<file path="config.mk">
export PLATFORM = sky130hd
export DESIGN_NAME = muldiv_unit
export DESIGN_NICKNAME = d
export VERILOG_FILES = /design/src/rtl/muldiv_unit.sv
export SDC_FILE = /design/constraint.sdc
export NUM_CORES = 1
export LEC_CHECK = 0
export BUFFER_PORTS_ARGS = -buffer_cell sky130_fd_sc_hd__buf_2
export CAP_MARGIN = 0
export CORE_ASPECT_RATIO = 1.2
export CORE_MARGIN = 4
export CORE_UTILIZATION = 50
export DETAILED_ROUTE_END_ITERATION = 12
export PLACE_DENSITY = 0.68
export SYNTH_ARGS = -nofsm -noshare
export SYNTH_HDL_FRONTEND = slang
export SYNTH_SLANG_ARGS = --single-unit
</file>
<file path="constraint.sdc">
create_clock -name clk -period 10.4 [get_ports clk]
set_clock_uncertainty 0.15 [all_clocks]
set_input_delay 1.04 -clock clk [delete_from_list [all_inputs] [get_ports clk]]
set_output_delay 1.04 -clock clk [all_outputs]
set_load 0.01 [all_outputs]
</file>
<file path="src/rtl/muldiv_unit.sv">
// Iterative RV32M multiply/divide unit: shift-add multiply and restoring divide,
// one bit per cycle, fixed 34-cycle latency, single-cycle register-file write-back.
module muldiv_unit #(
    parameter int XLEN  = 32,
    parameter int CNT_W = 5
) (
    input  logic            clk,
    input  logic            rst_n,
    input  logic            start,
    input  logic [2:0]      funct3,
    input  logic [XLEN-1:0] rs1_data,
    input  logic [XLEN-1:0] rs2_data,
    input  logic [4:0]      rd_in,
    input  logic            kill,
    output logic            busy,
    output logic            done,
    output logic            rf_en,
    output logic [4:0]      waddr,
    output logic [XLEN-1:0] wdata
);

    // state | meaning
    // IDLE  | waiting for an issue
    // CALC  | one multiply/divide iteration per cycle, 32 cycles
    // FIX   | sign correction, special cases, register result
    // DONE  | write-back pulse
    typedef enum logic [1:0] {IDLE, CALC, FIX, DONE} state_t;

    state_t            r_state, w_next;
    logic [CNT_W-1:0]  r_cnt;
    logic [2:0]        r_f3;
    logic [4:0]        r_rd;
    logic [XLEN-1:0]   r_hi, r_lo, r_b, r_rs1, r_wdata;
    logic              r_neg, r_neg_r, r_div0, r_ovf;

    logic              w_issue, w_sa, w_sb;
    logic [XLEN-1:0]   w_mag_a, w_mag_b;
    logic [XLEN:0]     w_sum, w_shift;
    logic              w_ge;
    logic [XLEN-1:0]   w_sub;
    logic [2*XLEN-1:0] w_prod;
    logic [XLEN-1:0]   w_result;

    assign w_issue = (r_state == IDLE) && start && !kill;
    assign w_sa    = rs1_data[XLEN-1] & (funct3[2] ? ~funct3[0] : (funct3[1:0] != 2'b11));
    assign w_sb    = rs2_data[XLEN-1] & (funct3[2] ? ~funct3[0] : ~funct3[1]);
    assign w_mag_a = w_sa ? -rs1_data : rs1_data;
    assign w_mag_b = w_sb ? -rs2_data : rs2_data;

    // Multiply: {r_hi, r_lo} is the product/multiplier shift pair.
    assign w_sum   = {1'b0, r_hi} + (r_lo[0] ? {1'b0, r_b} : '0);
    // Divide: r_hi is the partial remainder, r_lo shifts dividend out and quotient in.
    assign w_shift = {r_hi, r_lo[XLEN-1]};
    assign w_ge    = w_shift >= {1'b0, r_b};
    assign w_sub   = w_shift[XLEN-1:0] - r_b;

    assign w_prod  = r_neg ? -{r_hi, r_lo} : {r_hi, r_lo};

    always_comb begin
        w_result = '0;
        if (!r_f3[2])
            w_result = (r_f3[1:0] == 2'b00) ? w_prod[XLEN-1:0] : w_prod[2*XLEN-1:XLEN];
        else if (r_div0)
            w_result = r_f3[1] ? r_rs1 : '1;
        else if (r_ovf)
            w_result = r_f3[1] ? '0 : {1'b1, {(XLEN-1){1'b0}}};
        else if (r_f3[1])
            w_result = r_neg_r ? -r_hi : r_hi;
        else
            w_result = r_neg ? -r_lo : r_lo;
    end

    always_comb begin
        w_next = r_state;
        case (r_state)
            IDLE: if (w_issue) w_next = CALC;
            CALC: if (kill) w_next = IDLE;
                  else if (r_cnt == '1) w_next = FIX;
            FIX:  w_next = kill ? IDLE : DONE;
            DONE: w_next = IDLE;
            default: w_next = IDLE;
        endcase
    end

    always_ff @(posedge clk or negedge rst_n) begin
        if (!rst_n) r_state <= IDLE;
        else        r_state <= w_next;
    end

    always_ff @(posedge clk or negedge rst_n) begin
        if (!rst_n) begin
            r_cnt   <= '0;
            r_f3    <= '0;
            r_rd    <= '0;
            r_hi    <= '0;
            r_lo    <= '0;
            r_b     <= '0;
            r_rs1   <= '0;
            r_wdata <= '0;
            r_neg   <= 1'b0;
            r_neg_r <= 1'b0;
            r_div0  <= 1'b0;
            r_ovf   <= 1'b0;
        end else begin
            if (w_issue) begin
                r_cnt   <= '0;
                r_f3    <= funct3;
                r_rd    <= rd_in;
                r_hi    <= '0;
                r_lo    <= w_mag_a;
                r_b     <= w_mag_b;
                r_rs1   <= rs1_data;
                r_neg   <= w_sa ^ w_sb;
                r_neg_r <= w_sa;
                r_div0  <= (rs2_data == '0);
                r_ovf   <= funct3[2] && !funct3[0] && (rs1_data == {1'b1, {(XLEN-1){1'b0}}})
                           && (rs2_data == '1);
            end else if (r_state == CALC) begin
                r_cnt <= r_cnt + 1'b1;
                if (!r_f3[2]) begin
                    r_hi <= w_sum[XLEN:1];
                    r_lo <= {w_sum[0], r_lo[XLEN-1:1]};
                end else begin
                    r_hi <= w_ge ? w_sub : w_shift[XLEN-1:0];
                    r_lo <= {r_lo[XLEN-2:0], w_ge};
                end
            end else if (r_state == FIX && !kill) begin
                r_wdata <= w_result;
            end
        end
    end

    assign busy  = (r_state != IDLE);
    assign done  = (r_state == DONE) && !kill;
    assign rf_en = done && (r_rd != 5'd0);
    assign waddr = r_rd;
    assign wdata = r_wdata;

endmodule
</file>
* After elaboration in Yosys (flattened, before gate mapping)
Index checks and enable logic that the tools add are counted.
** Word-level totals
- Logic and storage cells :: 85
- Input port bits :: 76
- Output and inout port bits :: 40
- Flip-flop bits (word level) :: 179
** Operators by class
- Add/sub/neg operators :: 8
- Reductions and logical operators :: 18
- Equality and inequality tests :: 9
- Multiplexer cells :: 29
- Magnitude comparators :: 1
- Bitwise logic cells :: 7
** Operators by type and width (number)
- 32-bit two-way mux :: 19
- 32-bit negation :: 4
- 32-bit == test, second input constant :: 2
- 64-bit two-way mux :: 1
- 64-bit negation :: 1
- 32-bit by 32-bit adder with 33-bit output :: 1
- 33-bit by 32-bit greater-or-equal comparator with 1-bit output :: 1
- 32-bit zero test :: 1
- 32-bit subtractor :: 1
- 5-bit two-way mux :: 2
- 1-bit logical AND :: 8
- 2-bit two-way mux :: 4
- 2-bit case mux with 4 select lines :: 1
- 5-bit by 1-bit adder with 5-bit output, second input constant :: 1
- 5-bit == test, second input constant :: 1
- 5-bit nonzero test :: 1
- 2-bit == test, second input constant :: 2
- 2-bit zero test :: 2
- 2-bit != test, second input constant :: 2
- 1-bit NOT :: 4
- 2-bit nonzero test :: 2
- 3-bit != test, second input constant :: 1
- 3-bit AND reduction :: 1
- 1-bit AND :: 2
- 5 further kinds :: 7

* Longest topological paths before layout
- Depth after elaboration :: 6
- Mapped depth :: 15
- Depth with buffers taken out :: 13

* Worst setup path before layout
OpenSTA, ideal clock, no wires.
- Path type :: in2reg
- From :: input port rs1_data[10]
- To :: register r_lo[29]
- Slack :: 6.673 ns
- Setup time :: 0.135 ns
- Arrival :: 3.442 ns
- Stages :: 9
- Buffers on the path :: 0
- Data required time :: 10.115 ns
- Cell sequence :: or3_1 > or4_1 > or3_1 > or3_1 > nor4_1 > nand2_1 > o21ai_0 > xor2_1 > o21ai_0
** On the way
- Word-level cells in the longest chain between the ends :: 3
** RTL lines
- start: declaration :: RTL line 11 : input logic [XLEN-1:0] rs1_data,
- 32-bit negation :: RTL line 47 : assign w_mag_a = w_sa ? -rs1_data : rs1_data;
- 32-bit two-way mux :: RTL line 47
- 32-bit two-way mux :: RTL line 105 : if (w_issue) begin
- end signal: assignment :: RTL line 110 : r_lo <= w_mag_a;
- end signal: assignment :: RTL line 122 : r_lo <= {w_sum[0], r_lo[XLEN-1:1]};
- end signal: assignment :: RTL line 125 : r_lo <= {r_lo[XLEN-2:0], w_ge};
- end: declaration :: RTL line 33 : logic [XLEN-1:0] r_hi, r_lo, r_b, r_rs1, r_wdata;
Every way passes these cells.
A chain may end at the register's enable or synchronous reset.

* Worst setup path after layout
- From :: register r_lo[0]
- To :: register r_hi[28]
** On the way
- Word-level cells in the longest chain between the ends :: 5
** RTL lines
- 32-bit two-way mux :: RTL line 51 : assign w_sum = {1'b0, r_hi} + (r_lo[0] ? {1'b0, r_b} : '0);
- 32-bit by 32-bit adder with 33-bit output :: RTL line 51
- 32-bit two-way mux :: RTL line 120 : if (!r_f3[2]) begin
- 32-bit two-way mux :: RTL line 118 : end else if (r_state == CALC) begin
- 32-bit two-way mux :: RTL line 105
- end signal: assignment :: RTL line 121 : r_hi <= w_sum[XLEN:1];
- end signal: assignment :: RTL line 124 : r_hi <= w_ge ? w_sub : w_shift[XLEN-1:0];
- end: declaration :: RTL line 33
Every way passes these cells. The select of a mux whose other input is x is not followed.

==> metrics.txt <==
status=complete, no violations; Max Cap Viol=0; CP max FO=31; WS Path Type=reg2reg; main area contributors after synthesis=dfrtp_1, nand2_1, o21ai_0, ha_1, xnor2_1; drt pass-1 iters=6; ys async rst share=1.00; average routed wire per standard cell=23.7 µm; Worst setup EP type=register; antenna violations before repair=0; CTS tree=done; WP data required=10.60 ns; WHS Endpoint=r_rs1[28]$_DFFE_PN0P_; H-tree levels=4; total global routing overflow=0; die height=202 µm; Critical-path top delay cell=inv_1; fraction of layout cells with a size suffix above 1=0.0980; chip width=170 µm; top_reg_cell synth=dfrtp_1; Max-slew headroom=0.200; worst skew pair latency=0.46 ns; post-CTS setup repair buffer count=0; Hold-fix buffers, CTS=0; remaining antenna violation count after routing=0; R2R depth=12; Max Slew Vio Count=0; Hold Violations, Final=0; pwr/cell area=260 nW/µm²; first-pass GRT wire length=90.1 mm; Tmin final=4.69 ns; Clock Tree Root=clkbuf_16; Setup-failing EPs final=0; leakage=7.53 nW; site row count=70; Syn. warnings=0; IO buf count=115; Vias/cell=6.50; Final TNS setup=0 ns; Slew @ Worst Pin=1.20 ns; final net count=2238; crit path cell chain=inv_1 > nor2_1 > ha_1 > a211oi_1 > o21bai_1 > a211oi_1 > a2111oi_0 > o311ai_0 > a2111oi_0 > nor3_1 > o21ai_0 > a32o_1; Post-synth EDFFs=0; Synth Instances=2064; r2r setup slk=5.71 ns; number of global-route vias before repair=15300; CP arrival=4.88 ns; clk buf depth=2; clk slew on worst S/H paths=0.08 ns; RSZ-0062 raised after global routing=no; Synth top area share=0.285; area grow syn2layout=8.46%; Register Area=4480 µm²; die area=34400 µm²; synthesis-stage register bit count=179; sequential area share after synthesis=0.285; I/O pin cnt=116; Routability Congestion=1.05; CTS Buf Count=17; worst path buffer plus inverter count=1; vias=16200; Hold Path Origin=r_rs1[28]$_DFFE_PN0P_; hold path depth=2; ratio of final minimum period to clock period=0.451; Clock Sinks=179; post-DP HPWL=44.8 mm; post-CTS sizing=0; VDD IR max=0.155 mV; synth unique cells=78; number of remaining DRC errors=0; Starting Density=0.512; core region area=30700 µm²; mapped cell area=15700 µm²; slowest stage delay, CP=0.76 ns; Detailed Route Iter0 Violations=1721; Finished Cell Area=17100 µm²; r2r endpoint=r_hi[28]$_DFFE_PN0P_; Min-Delay Path Class=reg2reg; multi-input logic area=10500 µm²; dpl cell area=16500 µm²; largest area contributor in the netlist=dfrtp_1; crit path launch type=register; Routed WL=59.3 mm; fill count=3002; CP top delay family=compound AO/OA/AOI/OAI gates; largest net degree at the start of global routing=106; FF-to-FF Start=r_lo[0]$_DFFE_PN0P_; ant diodes=0; gr usage total=0.335; syn nets=2213; max frequency=213 MHz; Mapped Avg Cell Area=7.63 µm²
worst min-delay path, cell delays in order, from the launching register on:
cell     delay [ns]
dfrtp_1        0.34
nand2_1        0.05
nand2_1        0.05
kinds of logic (layout without fill, tap and decap cells):
kind of cell,Yosys count,after routing,share of synthesized area
AO/OA/AOI/OAI,655,655,0.264
multiplexers,51,51,0.0327
buffers and inverters,202,240,0.0486
XOR/XNOR,185,185,0.103
AND/OR/NAND/NOR,719,719,0.208
flip-flops,179,179,0.285
adder cells (fa/ha/maj),73,73,0.0590
metal layers:
layer  routed length (µm)  vias up  GRT usage
met5                    0        -          0
met4                 4570        0      0.217
met3                 3690      207     0.0426
met2                28000      783      0.548
met1                23000     7774      0.415
li1                     -     7468          -
power breakdown:
group	switching, W	internal, W
combinational	0.00158	0.000993
sequential	0.000380	0.000855
clock	0.000314	0.000328
total	0.00227	0.00218
worst max-delay path by stage:
stage,start,end,slack [ns],depth (start not counted)
6_report,r_lo[0]$_DFFE_PN0P_,r_hi[28]$_DFFE_PN0P_,5.71,12
5_1_grt,r_lo[0]$_DFFE_PN0P_,r_hi[28]$_DFFE_PN0P_,5.37,12
2_1_floorplan,rs1_data[10],r_lo[29]$_DFFE_PN0P_,6.67,9
3_5_place_dp,r_lo[0]$_DFFE_PN0P_,r_hi[28]$_DFFE_PN0P_,5.76,12
3_3_place_gp,r_lo[0]$_DFFE_PN0P_,r_hi[28]$_DFFE_PN0P_,5.97,12
4_1_cts,r_lo[0]$_DFFE_PN0P_,r_hi[28]$_DFFE_PN0P_,5.71,12
Yosys cell counts (5+ instances only):
cell         n
nand2_1    332
o21ai_0    205
dfrtp_1    179
nor2_1     156
a21oi_1    140
clkbuf_1   111
xnor2_1     98
xor2_1      87
ha_1        71
inv_1       70
nor3_1      48
mux2i_1     47
a21o_1      42
o211ai_1    39
o31ai_1     32
a211oi_1    27
nand3_1     27
or3_1       27
a31oi_1     25
nor4_1      17
nand4_1     16
o22ai_1     16
buf_1       15
or4_1       15
and3_1      12
nand2b_1    12
or2_2       12
a22oi_1     11
and2_1      10
a311oi_1     9
o21a_1       9
o21bai_1     9
o41ai_1      9
nand3b_1     8
nor2b_1      8
a221o_1      7
o2111ai_1    6
o21ai_1      6
o221ai_1     6
a21boi_0     5
a221oi_1     5
buf_2        5
final cells by class:
cell class                      instances  share of cell area
Inverter                               71              0.0156
Timing Repair Buffer                  137              0.0439
Clock inverter                         12             0.00638
Tap cell                              396              0.0290
Multi-Input combinational cell       1683               0.616
Clock buffer                           20              0.0267
Sequential cell                       179               0.262
stage by stage:
stage | total power, W | setup slack, ns | util | cells | hold WS [ns]
finish | 0.00445 | 5.71 | 0.555 | 2498 | 0.324
global route | 0.00472 | 5.37 | 0.555 | 2498 | 0.350
CTS | 0.00438 | 5.71 | 0.555 | 2498 | 0.329
detailed placement | 0.00373 | 5.76 | 0.537 | 2466 | 0.312
global placement | 0.00371 | 5.97 | 0.537 | 2466 | 0.308
floorplan | 0.00292 | 6.67 | - | 2064 | 0.290
state kept, by name (all words and copies together), names as in the netlist:
name,flops
r_state,2
r_ovf,1
wdata,32
r_neg,1
r_rs1,32
r_f3,3
r_div0,1
r_cnt,5
waddr,5
r_b,32
r_lo,32
r_hi,32
r_neg_r,1
cell usage in the layout, fill, tap and decap left out, drive strengths merged, types with 16 or more instances in the layout:
master / n
xnor2: 98
dfrtp: 179
a21o: 42
nand4: 16
o31ai: 33
o211ai: 39
a211oi: 27
clkbuf: 21
nand2: 332
or3: 29
nor3: 48
a21oi: 140
inv: 79
buf: 136
o21ai: 211
nand3: 27
ha: 71
o22ai: 16
a31oi: 25
nor4: 17
or4: 16
nor2: 156
xor2: 87
mux2i: 47
Power figures use the tool's default switching activity.
